File: src/rtl/serial_adder.sv
// Multi-cycle adder: SUM = A + B + CIN computed DIGIT bits per clock, LSB digit first,
// with a start/busy/done handshake and registered sum, carry-out and signed overflow.
module serial_adder #(
    parameter int WIDTH = 8,
    parameter int DIGIT = 1
) (
    input  logic             clk,
    input  logic             rst,
    input  logic             start,
    input  logic [WIDTH-1:0] a,
    input  logic [WIDTH-1:0] b,
    input  logic             cin,
    output logic             busy,
    output logic             done,
    output logic [WIDTH-1:0] sum,
    output logic             cout,
    output logic             ovf,
    output logic [1:0]       dbg_state
);

    localparam int N     = WIDTH / DIGIT;
    localparam int CNT_W = $clog2(N) + 1;

    generate
        if (WIDTH < 2 || DIGIT < 1 || DIGIT > WIDTH || (WIDTH % DIGIT) != 0) begin : g_bad_params
            $error("serial_adder: WIDTH must be >= 2 and a multiple of DIGIT");
        end
    endgenerate

    // Handshake: start is taken only in IDLE or DONE; busy is high exactly while
    // digits are being added; done pulses for the one cycle the new result appears.
    typedef enum logic [1:0] {
        IDLE = 2'd0,
        RUN  = 2'd1,
        DONE = 2'd2
    } state_t;

    state_t             state_q, state_d;
    logic [WIDTH-1:0]   a_q, a_d;
    logic [WIDTH-1:0]   b_q, b_d;
    logic               carry_q, carry_d;
    logic [CNT_W-1:0]   cnt_q, cnt_d;
    logic [WIDTH-1:0]   work_q, work_d;
    logic [WIDTH-1:0]   sum_q, sum_d;
    logic               cout_q, cout_d;
    logic               ovf_q, ovf_d;

    logic               accept;
    logic               last_step;
    logic [DIGIT:0]     dig_full;
    logic [WIDTH-1:0]   digit_ext;
    logic [WIDTH-1:0]   work_shift;
    logic               msb_carry;

    assign accept    = start && (state_q == IDLE || state_q == DONE);
    assign last_step = (state_q == RUN) && (cnt_q == CNT_W'(N - 1));

    always_ff @(posedge clk) begin
        if (rst) begin
            state_q <= IDLE;
        end else begin
            state_q <= state_d;
        end
    end

    always_comb begin
        state_d = state_q;
        case (state_q)
            IDLE:    if (start) state_d = RUN;
            RUN:     if (last_step) state_d = DONE;
            DONE:    state_d = start ? RUN : IDLE;
            default: state_d = IDLE;
        endcase
    end

    always_comb begin
        busy      = (state_q == RUN);
        done      = (state_q == DONE);
        dbg_state = state_q;
    end

    // Carry into the digit's top bit falls out of its sum bit; on the last digit
    // that is the carry into bit WIDTH-1, used for signed overflow.
    always_comb begin
        dig_full   = {1'b0, a_q[DIGIT-1:0]} + {1'b0, b_q[DIGIT-1:0]} + (DIGIT+1)'(carry_q);
        digit_ext  = WIDTH'(dig_full[DIGIT-1:0]);
        work_shift = (work_q >> DIGIT) | (digit_ext << (WIDTH - DIGIT));
        msb_carry  = dig_full[DIGIT-1] ^ a_q[DIGIT-1] ^ b_q[DIGIT-1];
    end

    always_comb begin
        a_d     = a_q;
        b_d     = b_q;
        carry_d = carry_q;
        cnt_d   = cnt_q;
        work_d  = work_q;
        sum_d   = sum_q;
        cout_d  = cout_q;
        ovf_d   = ovf_q;
        if (accept) begin
            a_d     = a;
            b_d     = b;
            carry_d = cin;
            cnt_d   = '0;
            work_d  = '0;
        end else if (state_q == RUN) begin
            a_d     = a_q >> DIGIT;
            b_d     = b_q >> DIGIT;
            carry_d = dig_full[DIGIT];
            cnt_d   = cnt_q + 1'b1;
            work_d  = work_shift;
            if (last_step) begin
                sum_d  = work_shift;
                cout_d = dig_full[DIGIT];
                ovf_d  = msb_carry ^ dig_full[DIGIT];
            end
        end
    end

    always_ff @(posedge clk) begin
        if (rst) begin
            a_q     <= '0;
            b_q     <= '0;
            carry_q <= 1'b0;
            cnt_q   <= '0;
            work_q  <= '0;
            sum_q   <= '0;
            cout_q  <= 1'b0;
            ovf_q   <= 1'b0;
        end else begin
            a_q     <= a_d;
            b_q     <= b_d;
            carry_q <= carry_d;
            cnt_q   <= cnt_d;
            work_q  <= work_d;
            sum_q   <= sum_d;
            cout_q  <= cout_d;
            ovf_q   <= ovf_d;
        end
    end

    assign sum  = sum_q;
    assign cout = cout_q;
    assign ovf  = ovf_q;

endmodule

File: config.mk
export PLATFORM = sky130hd
export DESIGN_NAME = serial_adder
export DESIGN_NICKNAME = d
export VERILOG_FILES = /design/src/rtl/serial_adder.sv
export SDC_FILE = /design/constraint.sdc
export NUM_CORES = 1
export LEC_CHECK = 0
export BUFFER_PORTS_ARGS = -buffer_cell sky130_fd_sc_hd__buf_2
export CAP_MARGIN = 10
export CORE_UTILIZATION = 45
export CTS_CLUSTER_SIZE = 30
export DETAILED_ROUTE_END_ITERATION = 8
export HOLD_SLACK_MARGIN = 0.06
export PLACE_DENSITY = 0.74
export SLEW_MARGIN = 20
export SYNTH_ARGS = -nofsm -noshare
export SYNTH_HDL_FRONTEND = slang
export SYNTH_SLANG_ARGS = --single-unit
File: constraint.sdc
create_clock -name clk -period 4.7 [get_ports clk]
set_input_delay 1.41 -clock clk [delete_from_list [all_inputs] [get_ports clk]]
set_output_delay 1.41 -clock clk [all_outputs]
set_load 0.005 [all_outputs]
---- Yosys cells after proc, flatten, opt, wreduce, memory -nomap -nowiden ----
Cells that the tools add are included.
cells by class
  muxes and demuxes ....................... 10
  reductions and logical operators ........ 8
  add/subtract/negate cells ............... 3
  bitwise gates (word level) .............. 5
  equality and inequality tests ........... 5
operators by type and width
  cell                   count
  $mux W8                4
  $or A7 B8 Y8           1
  $pmux W2 S3            1
  $add A4 B1 Y4 const B  1
  $eq A4 B3 Y1 const B   1
  $mux W2                2
  $mux W1                3
  $reduce_and A3 Y1      1
  $xor A1 B1 Y1          3
  $add A1 B1 Y2          1
  $add A2 B1 Y2          1
  $eq A2 B1 Y1 const B   1
  $eq A2 B2 Y1 const B   1
  $logic_and A1 B1 Y1    2
  $logic_not A2 Y1       1
  $ne A2 B1 Y1 const B   1
  $ne A2 B2 Y1 const B   1
  $reduce_and A2 Y1      1
  $reduce_bool A2 Y1     1
  $reduce_or A2 Y1       1
  $logic_or A1 B1 Y1     1
  $not A1 Y1             1
storage, ports and cells
  output and inout port bits .............. 14
  register bits ........................... 41
  input port bits ......................... 20

---- Depth between registers and ports, before layout ----
Gate-level depths: netlist of run 1.
  word-level depth ........................ 5
  gate-level depth with buffers ........... 7

---- Worst setup path before layout of run 1 ----
Ideal clock, no wire load.
  kind .................................... register to output
  from .................................... register state_q[1] (netlist: dbg_state[1])
  to ...................................... output port busy
  cell stages (with the launch flop) ...... 6
  path buffers ............................ 3
  data required time ...................... 3290 ps
  data arrival time ....................... 883 ps
  slack ................................... 2407 ps
  cell sequence ........................... dfxtp_1 nand2b_1 buf_6 clkinv_2 buf_6 buf_6
on the way
  longest elaborated chain between the ends .. 1
RTL lines
  element                 line  source
  start, declared         38    state_t state_q, state_d;
  start signal, assigned  62    state_q <= state_d;
  $eq A2 B1 Y1            77    busy = (state_q == RUN);
  end, declared           13    output logic busy,
Every way passes these cells.

---- Worst setup path in the final report of run 1 ----
Same ends and word-level chain as after synthesis.

==> results of run 1 <==
[path summary, 6_finish.rpt]
kind / endpoint / startpoint / cells after the start / slack [ns]
hold / removal: work_q[1] / work_q[1] / 2 / 0.46
setup reg to reg: a_q[1] / dbg_state[1] / 5 / 2.75
hold reg to reg: work_q[1] / work_q[1] / 2 / 0.46
setup / recovery: busy / dbg_state[1] / 4 / 1.38
[sequential cells by signal (all words and copies together) (netlist names)]
name	cells
carry_q	1
a_q	8
cnt_q	4
work_q	7
ovf	1
b_q	8
sum	8
cout	1
dbg_state	2
[layout make-up]
cell class	instances	area (um^2)	area share
clock buffers	8	90.09	0.04826
inverters	1	5.005	0.002681
multi-input cells	130	740.7	0.3968
flip-flops and latches	40	800.8	0.4290
well taps	46	57.56	0.03083
repair buffers	34	172.7	0.09249
[synthesized netlist by cell type, types with 5 or more instances]
master   instances
a21oi_1         26
dfxtp_1         40
nor3_1          16
a22oi_1          5
nor2_1           6
nand2_1         23
nand3_1         16
buf_2            6
o21ai_0         10
o22ai_1          7
[per-stage QoR]
step	power (mW)	util	instances	hold WS [ns]
6_report	0.6706	0.5423	259	0.4629
5_1_grt	0.7083	0.5423	259	0.4852
4_1_cts	0.6795	0.5416	259	0.4647
3_5_place_dp	0.4508	0.5154	251	0.4544
3_3_place_gp	0.4490	0.5154	251	0.4510
2_1_floorplan	0.4387	-	189	0.4343
[power groups by stage]
stage / combinational (mW) / clock [mW] / sequential [mW]
3_5_place_dp: 0.0800 / 0 / 0.371
3_3_place_gp: 0.0786 / 0 / 0.370
2_1_floorplan: 0.0701 / 0 / 0.369
4_1_cts: 0.0804 / 0.236 / 0.363
6_report: 0.0799 / 0.227 / 0.363
5_1_grt: 0.0902 / 0.253 / 0.365
[cell families (layout without fill, tap and decap cells)]
| family | after synthesis | count (layout) |
|---|---|---|
| AO/OA/AOI/OAI | 52 | 52 |
| AND/OR/NAND/NOR | 70 | 70 |
| buffers and inverters | 19 | 43 |
| flip-flops | 40 | 40 |
| adder cells (fa/ha/maj) | 2 | 2 |
| XOR/XNOR | 5 | 5 |
| multiplexers | 1 | 1 |
[per-layer routing]
layer,global-route usage,vias to the layer above,share of wire
met2,0.3038,33,0.45
met5,0,-,0
li1,-,713,-
met4,0.1047,0,0.024
met3,0.04197,7,0.043
met1,0.2395,622,0.49
[worst reg2reg max path, stage by stage (launching register included)]
cell and delay, ns:
dfxtp_1 0.36, nand2b_1 0.11, buf_4 0.33, clkinv_2 0.53, a22oi_1 0.38, a21oi_1 0.10
==> flow_metrics.env, run 1 <==
export IMPL_rows=21
export IMPL_pwr_share_clk=0.339
export IMPL_min_period_ns=3.320
export IMPL_crit_chain="nand2b_1 -> buf_4 -> clkinv_2 -> buf_2"
export IMPL_ir_drop_uv=151.3
export IMPL_initial_core_util=0.4849
export IMPL_skew_ns=0.001591
export IMPL_cts_resized=0
export IMPL_power_density_nw_per_um2=359.2
export IMPL_p_sw_uw=166.1
export IMPL_synth_edf_count=0
export IMPL_rsz0062_at_grt="no"
export IMPL_core_area_um2=3442
export IMPL_clk_latency_ns=0.28
export IMPL_final_common_cell="dfxtp_1"
export IMPL_clk_path_buf_depth=2
export IMPL_netlist_area_leader_share=0.4798
export IMPL_syn_nets=211
export IMPL_drtIter0Drc=95
export IMPL_root_buffer="clkbuf_8"
export IMPL_synth_cell_types=27
export IMPL_slew_headroom=0.4742
export IMPL_comb_power_share=0.119
export IMPL_ys_ff_latch=40
export IMPL_cp_end_kind="primary output"
export IMPL_slowest_delay_ns=0.51
export IMPL_tns_ns=0
export IMPL_synth_compound_area_share=0.1927
export IMPL_avgSynthCellArea_um2=8.831
export IMPL_dp_hpwl_mm=2.054
export IMPL_period_share=0.7063
export IMPL_postCtsHoldBufs=0
export IMPL_critPathMaxFanout=38
export IMPL_via_count=1375
export IMPL_diodes=0
export IMPL_grt_max_degree=39
export IMPL_ys_warn_count=0
export IMPL_final_antenna_net_count=0
export IMPL_fin_nets=234
export IMPL_nFillCells=316
export IMPL_die_width_um=62.90
export IMPL_cts_tree="done"
export IMPL_synthesis_area_um2=1669
export IMPL_htree_levels=2
export IMPL_status="finished, final reports clean"
export IMPL_setup_slack_ns=1.380
export IMPL_cts_buffers=5
export IMPL_synth_cells=189
export IMPL_async_flop_share=0
export IMPL_numClockSinks=40
export IMPL_grt_pass1_vias=1278
export IMPL_synth_area_leaders="dfxtp_1 48%, a21oi_1 7.8%, nand2_1 5.2%"
export IMPL_fp_dieArea_um2=3956
export IMPL_drv_cap=0
export IMPL_drtPass1Iterations=4
export IMPL_yosys_area_share_simple=0.1979
export IMPL_gp_congestion=0.6922
export IMPL_remaining_drc_errors=0
export IMPL_muxShareOfSynthArea=0.005997
export IMPL_vias_per_cell=5.309
export IMPL_dpl_cell_area_um2=1774
export IMPL_crit_arrival_ns=1.91
export IMPL_drive_above_1_share=0.2160
export IMPL_antenna_found_initial=0
export IMPL_portBuffers=33
export IMPL_final_setup_viol_count=0
export IMPL_place_worst_setup_slack_ns=1.700
export IMPL_required_ns=3.29
export IMPL_max_freq_ghz=0.3012
export IMPL_final_cell_mix="40 x dfxtp_1, 33 x buf_2, 26 x a21oi_1"
export IMPL_finalWirelength_mm=3.306
export IMPL_crit_buf_inv=3
export IMPL_startpoint_type="flop"
export IMPL_cp_top_family="buffers and inverters"
export IMPL_power_share_sequential=0.542
export IMPL_synth_fa_ha_area_frac=0.01949
export IMPL_synth_flop_cell="dfxtp_1"
export IMPL_synth_top_family_by_area="simple AND/OR/NAND/NOR gates"
export IMPL_grt_pass1_wl_mm=5.865
export IMPL_drt_wirelength_per_cell_um=12.76
export IMPL_slew_violations=0
export IMPL_cp_slowest_cell="clkinv_2"
export IMPL_die_y_um=62.90
export IMPL_hold_path_class="flop to flop"
export IMPL_tightest_slew_ns=0.7887
export IMPL_grt_usage=0.1917
export IMPL_worstSetupPathType="flop to primary output"
export IMPL_post_cts_setup_buffers=0
export IMPL_grt_overflow=0
export IMPL_clk_pin_slew_worst_paths_ns=0.07
export IMPL_io_pins=34
export IMPL_p_int_uw=504.5
export IMPL_hold_viol=0
export IMPL_leakagePower_nw=0.6999
export IMPL_seq_area_frac_synth=0.4798
export IMPL_yosys_area_top_type="dfxtp_1"
export IMPL_p_sw_frac=0.2477
export IMPL_area_delta_synth_final_pct=11.84
export IMPL_synth_xor_area_frac=0.02624
export IMPL_final_area_um2=1867
Note: power is estimated with default switching activity, not from simulation.
==> run 2, diff against run 1 <==
==> constraint.sdc (replaced) <==
create_clock -name clk -period 3.4 [get_ports clk]
set_input_delay 1.02 -clock clk [delete_from_list [all_inputs] [get_ports clk]]
set_output_delay 1.02 -clock clk [all_outputs]
set_load 0.005 [all_outputs]
==> run 2 against run 1 <==
  * Clock power is 29% higher
  * Clock-buffer cell count is 2 lower
  * Core utilization up 0.22 points
  * Largest power group unchanged
  * Highest routed layer unchanged
==> flow_metrics.env, run 2 (synthesis results as in run 1) <==
export IMPL_vias_per_cell=5.310
export IMPL_gp_congestion=0.6977
export IMPL_grt_usage=0.1963
export IMPL_die_width_um=62.90
export IMPL_clk_pin_slew_worst_paths_ns=0.07
export IMPL_drtIter0Drc=76
export IMPL_ir_drop_uv=227.1
export IMPL_drive_above_1_share=0.2233
export IMPL_leakagePower_nw=0.7088
export IMPL_die_y_um=62.90
export IMPL_min_period_ns=2.529
export IMPL_slew_headroom=0.6545
export IMPL_critPathMaxFanout=38
export IMPL_holdPathStages=2
export IMPL_cts_tree="done"
export IMPL_final_antenna_net_count=0
export IMPL_numClockSinks=40
export IMPL_place_worst_setup_slack_ns=1.184
export IMPL_final_common_cell="dfxtp_1"
export IMPL_max_freq_ghz=0.3954
export IMPL_final_cell_mix="40 x dfxtp_1, 33 x buf_2, 26 x a21oi_1"
export IMPL_required_ns=2.38
export IMPL_skew_ns=0.004940
export IMPL_post_cts_setup_buffers=0
export IMPL_area_delta_synth_final_pct=12.29
export IMPL_drv_cap=0
export IMPL_rsz0062_at_grt="no"
export IMPL_fin_nets=237
export IMPL_reg2reg_setup_slack_ns=1.83
export IMPL_drtPass1Iterations=4
export IMPL_rr_endpoint="ovf"
export IMPL_crit_arrival_ns=1.51
export IMPL_antenna_found_initial=0
export IMPL_grt_pass1_wl_mm=6.030
export IMPL_setup_slack_ns=0.8706
export IMPL_status="finished, final reports clean"
export IMPL_nFillCells=348
export IMPL_grt_overflow=0
export IMPL_hold_start="work_q[1]"
export IMPL_diodes=0
export IMPL_postCtsHoldBufs=0
export IMPL_hold_viol=0
export IMPL_dp_hpwl_mm=2.104
export IMPL_power_density_nw_per_um2=484.5
export IMPL_rows=21
export IMPL_grt_max_degree=39
export IMPL_cts_resized=0
export IMPL_drt_wirelength_per_cell_um=12.81
export IMPL_fin_util=0.5445
export IMPL_via_count=1386
export IMPL_fp_dieArea_um2=3956
export IMPL_holdPathEnd="sum[0]"
export IMPL_finalWirelength_mm=3.344
export IMPL_startpoint_type="flop"
export IMPL_period_share=0.7439
export IMPL_slew_violations=0
export IMPL_cts_buffers=5
export IMPL_grt_pass1_vias=1321
export IMPL_rr_worst_depth=4
export IMPL_root_buffer="clkbuf_8"
export IMPL_clk_latency_ns=0.29
export IMPL_worstSetupPathType="flop to primary output"
export IMPL_hold_path_class="flop to flop"
export IMPL_tns_ns=0
export IMPL_rr_startpoint="a_q[0]"
export IMPL_portBuffers=33
export IMPL_htree_levels=2
export IMPL_io_pins=34
export IMPL_initial_core_util=0.4849
export IMPL_clk_path_buf_depth=2
export IMPL_tightest_slew_ns=0.5177
export IMPL_core_area_um2=3442
export IMPL_remaining_drc_errors=0
export IMPL_final_setup_viol_count=0
export IMPL_cp_end_kind="primary output"
[run 2: cell count changes in the layout (fill, tap and decap cells not counted)]
| cell | before | now |
|---|---|---|
| clkbuf_1 | 2 | 1 |
| clkinv_2 | 1 | 2 |
| buf_4 | 1 | 4 |
| nor2b_2 | 1 | 0 |
| clkbuf_8 | 6 | 5 |
| nor2b_1 | 1 | 2 |
[run 2: layer usage]
metal	vias up	share of wire	GRT usage	wire length [um]
met2	31	0.45	0.3011	1521
met3	6	0.044	0.06022	148
li1	712	-	-	-
met4	0	0.014	0.06977	48
met1	637	0.49	0.2580	1626
met5	-	0	0	0
[run 2: where the power goes]
part           switching [mW]  internal (mW)  total [mW]  leakage, nW
Clock                   0.153          0.139       0.292       0.0410
Sequential             0.0129          0.489       0.502        0.326
Combinational          0.0683         0.0460       0.114        0.342
[run 2: through the flow]
stage / instances / hold WS (ns) / total power, mW / cell area, um^2
after floorplan: 189 / 0.4343 / 0.6065 / 1669
after global placement: 254 / 0.4470 / 0.6249 / 1797
after CTS: 261 / 0.4701 / 0.9160 / 1874
final: 261 / 0.4680 / 0.9082 / 1874
after global routing: 261 / 0.4871 / 0.9627 / 1874
after detailed placement: 254 / 0.4575 / 0.6261 / 1797
[run 2: critical path: stages (launching register included)]
cell and delay [ns]:
dfxtp_1 0.35, nand2b_1 0.15, clkinv_2 0.42, buf_2 0.30
[run 2: how the worst max path moves through the flow]
stage / start / end / depth (start not counted)
after floorplan: dbg_state[1] / busy / 5
after global placement: dbg_state[1] / busy / 3
after global routing: dbg_state[1] / busy / 3
after CTS: dbg_state[1] / busy / 3
final: dbg_state[1] / busy / 3
after detailed placement: dbg_state[1] / busy / 3
[run 2: layout make-up]
class | instances | area, um^2 | share of cell area
timing repair buffer | 37 | 195.2 | 0.1041
tap | 46 | 57.56 | 0.03071
clock buffer | 6 | 72.57 | 0.03872
sequential | 40 | 800.8 | 0.4272
inverter | 1 | 5.005 | 0.002670
multi-input combinational | 130 | 738.2 | 0.3939
clock inverter | 1 | 5.005 | 0.002670
==> run 3, diff against run 2 <==
--- a/config.mk
+++ b/config.mk
@@ -5,13 +5,14 @@
 export SDC_FILE = /design/constraint.sdc
 export NUM_CORES = 1
 export LEC_CHECK = 0
+export ABC_AREA = 1
 export BUFFER_PORTS_ARGS = -buffer_cell sky130_fd_sc_hd__buf_2
 export CAP_MARGIN = 10
 export CORE_UTILIZATION = 45
 export CTS_CLUSTER_SIZE = 30
 export DETAILED_ROUTE_END_ITERATION = 8
 export HOLD_SLACK_MARGIN = 0.06
-export PLACE_DENSITY = 0.74
+export PLACE_DENSITY = 0.77
 export SLEW_MARGIN = 20
 export SYNTH_ARGS = -nofsm -noshare
 export SYNTH_HDL_FRONTEND = slang
==> constraint.sdc (replaced) <==
create_clock -name clk -period 2 [get_ports clk]
set_input_delay 0.6 -clock clk [delete_from_list [all_inputs] [get_ports clk]]
set_output_delay 0.6 -clock clk [all_outputs]
set_load 0.005 [all_outputs]
==> run 3 against run 2 <==
  * Power rose by 77%
  * Via count rose by 7.6%
  * Clock-buffer cell count unchanged
  * Non-clock buffer count increased by 4
  * Critical path type unchanged
  * Critical endpoint unchanged
==> flow_metrics.env, run 3 <==
export IMPL_fp_dieArea_um2=3928
export IMPL_final_common_cell="nand2_1"
export IMPL_power_density_nw_per_um2=813.7
export IMPL_drive_above_1_share=0.2193
export IMPL_post_cts_setup_buffers=0
export IMPL_hold_path_class="flop to flop"
export IMPL_fin_cells=315
export IMPL_dpl_cell_area_um2=1888
export IMPL_ys_ff_latch=40
export IMPL_netlist_area_leader_share=0.4834
export IMPL_portBuffers=33
export IMPL_required_ns=1.40
export IMPL_yosysMostFrequentCell="nand2_1"
export IMPL_critPathMaxFanout=8
export IMPL_grt_pass1_wl_mm=5.664
export IMPL_postCtsHoldBufs=0
export IMPL_grt_usage=0.1865
export IMPL_drv_cap=0
export IMPL_root_buffer="clkbuf_8"
export IMPL_htree_levels=2
export IMPL_io_pins=34
export IMPL_final_area_um2=1981
export IMPL_cts_buffers=5
export IMPL_grt_max_degree=19
export IMPL_drtIter0Drc=49
export IMPL_startpoint_type="flop"
export IMPL_fin_util=0.5754
export IMPL_synth_edf_count=0
export IMPL_via_count=1492
export IMPL_rsz0062_at_grt="no"
export IMPL_hold_viol=0
export IMPL_drt_wirelength_per_cell_um=10.48
export IMPL_grt_pass1_vias=1304
export IMPL_async_flop_share=0
export IMPL_diodes=0
export IMPL_drtPass1Iterations=4
export IMPL_finalWirelength_mm=3.300
export IMPL_final_cell_mix="55 x nand2_1, 40 x dfxtp_1, 33 x buf_2"
export IMPL_vias_per_cell=4.737
export IMPL_max_freq_ghz=0.5542
export IMPL_tns_ns=0
export IMPL_numClockSinks=40
export IMPL_remaining_drc_errors=0
export IMPL_core_area_um2=3442
export IMPL_gp_congestion=0.8176
export IMPL_crit_arrival_ns=1.20
export IMPL_final_setup_viol_count=0
export IMPL_synth_cell_types=23
export IMPL_synthesis_area_um2=1657
export IMPL_clk_pin_slew_worst_paths_ns=0.08
export IMPL_area_delta_synth_final_pct=19.56
export IMPL_cts_tree="done"
export IMPL_rows=21
export IMPL_synth_area_leaders="dfxtp_1 48%, nand2_1 12%, nor2_1 7.0%"
export IMPL_final_antenna_net_count=0
export IMPL_initial_core_util=0.4813
export IMPL_cts_resized=0
export IMPL_syn_nets=251
export IMPL_tightest_slew_ns=0.2733
export IMPL_clk_path_buf_depth=2
export IMPL_min_period_ns=1.804
export IMPL_cp_end_kind="primary output"
export IMPL_dp_hpwl_mm=2.443
export IMPL_status="finished, final reports clean"
export IMPL_die_y_um=62.68
export IMPL_seq_area_frac_synth=0.4834
export IMPL_period_share=0.9022
export IMPL_avgSynthCellArea_um2=7.234
export IMPL_synth_cells=229
export IMPL_slew_headroom=0.8176
export IMPL_fin_nets=290
export IMPL_ir_drop_uv=558.1
export IMPL_worst_hold_slack_ns=0.4658
export IMPL_antenna_found_initial=0
export IMPL_slew_violations=0
export IMPL_clk_latency_ns=0.29
export IMPL_die_width_um=62.68
export IMPL_skew_ns=0.006501
export IMPL_leakagePower_nw=0.9309
export IMPL_synth_flop_cell="dfxtp_1"
export IMPL_yosys_area_top_type="dfxtp_1"
export IMPL_worstSetupPathType="flop to primary output"
export IMPL_ys_warn_count=0
export IMPL_grt_overflow=0
export IMPL_dp_cells=307
export IMPL_yosys_top_cells_count="55 x nand2_1, 40 x dfxtp_1, 31 x nor2_1, 18 x a21oi_1, 18 x inv_1"
run 3: cell count changes in the layout (fill, tap and decap cells not counted), sizes merged, moves of 5 or more:
cell,before,now
inv,0,22
o21ai,10,27
nand2,23,58
a21oi,26,18
a22oi,5,0
nor2,6,33
nand3,16,11
nor3,16,7
o22ai,7,0
run 3: final cells by class:
class,instances,area [um^2]
Timing Repair Buffer,41,225.2
Multi-Input combinational cell,157,718.2
Clock buffer,6,82.58
Clock inverter,2,10.01
Fill cell,337,1461
Sequential cell,40,800.8
Inverter,23,86.33
Tap cell,46,57.56
run 3: per-stage QoR:
stage          total power, mW  setup slack [ns]
4_1_cts                  1.628            0.1912
3_3_place_gp             1.088            0.4935
3_5_place_dp             1.093            0.4612
5_1_grt                  1.705            0.1245
2_1_floorplan            1.023            0.5912
6_report                 1.612            0.1955
run 3: cells by family (layout without fill, tap and decap cells):
logic type	Yosys count	in the layout	synth area share
simple gates	109	109	0.2711
compound gates	46	46	0.1428
flops	40	40	0.4834
buf+inv	32	72	0.08307
fa+ha+maj	2	2	0.01964
run 3: power breakdown:
part           total [mW]  switching (mW)  leakage [nW]  internal (mW)
sequential          0.863          0.0253         0.327          0.837
clock               0.538           0.263        0.0510          0.275
combinational       0.211           0.127         0.553         0.0837
run 3: path summary, 6_finish.rpt:
path	from	end	slack, ns	cells past startpoint
worst max-delay path	dbg_state[0]	busy	0.20	3
worst min-delay path	b_q[5]	b_q[5]	0.47	2
worst max register to register	b_q[0]	ovf	0.50	9
worst min register to register	b_q[5]	b_q[5]	0.47	2
run 3: critical path: stages (launching register included):
cell and delay [ns]:
dfxtp_1 0.44, inv_2 0.09, nor2_4 0.22, buf_2 0.16
run 3: layer usage:
layer / GRT usage / vias up / share of wire
met5: 0 / - / 0
met3: 0.06934 / 5 / 0.051
li1: - / 803 / -
met1: 0.2378 / 656 / 0.50
met2: 0.2772 / 28 / 0.43
met4: 0.08721 / 0 / 0.017
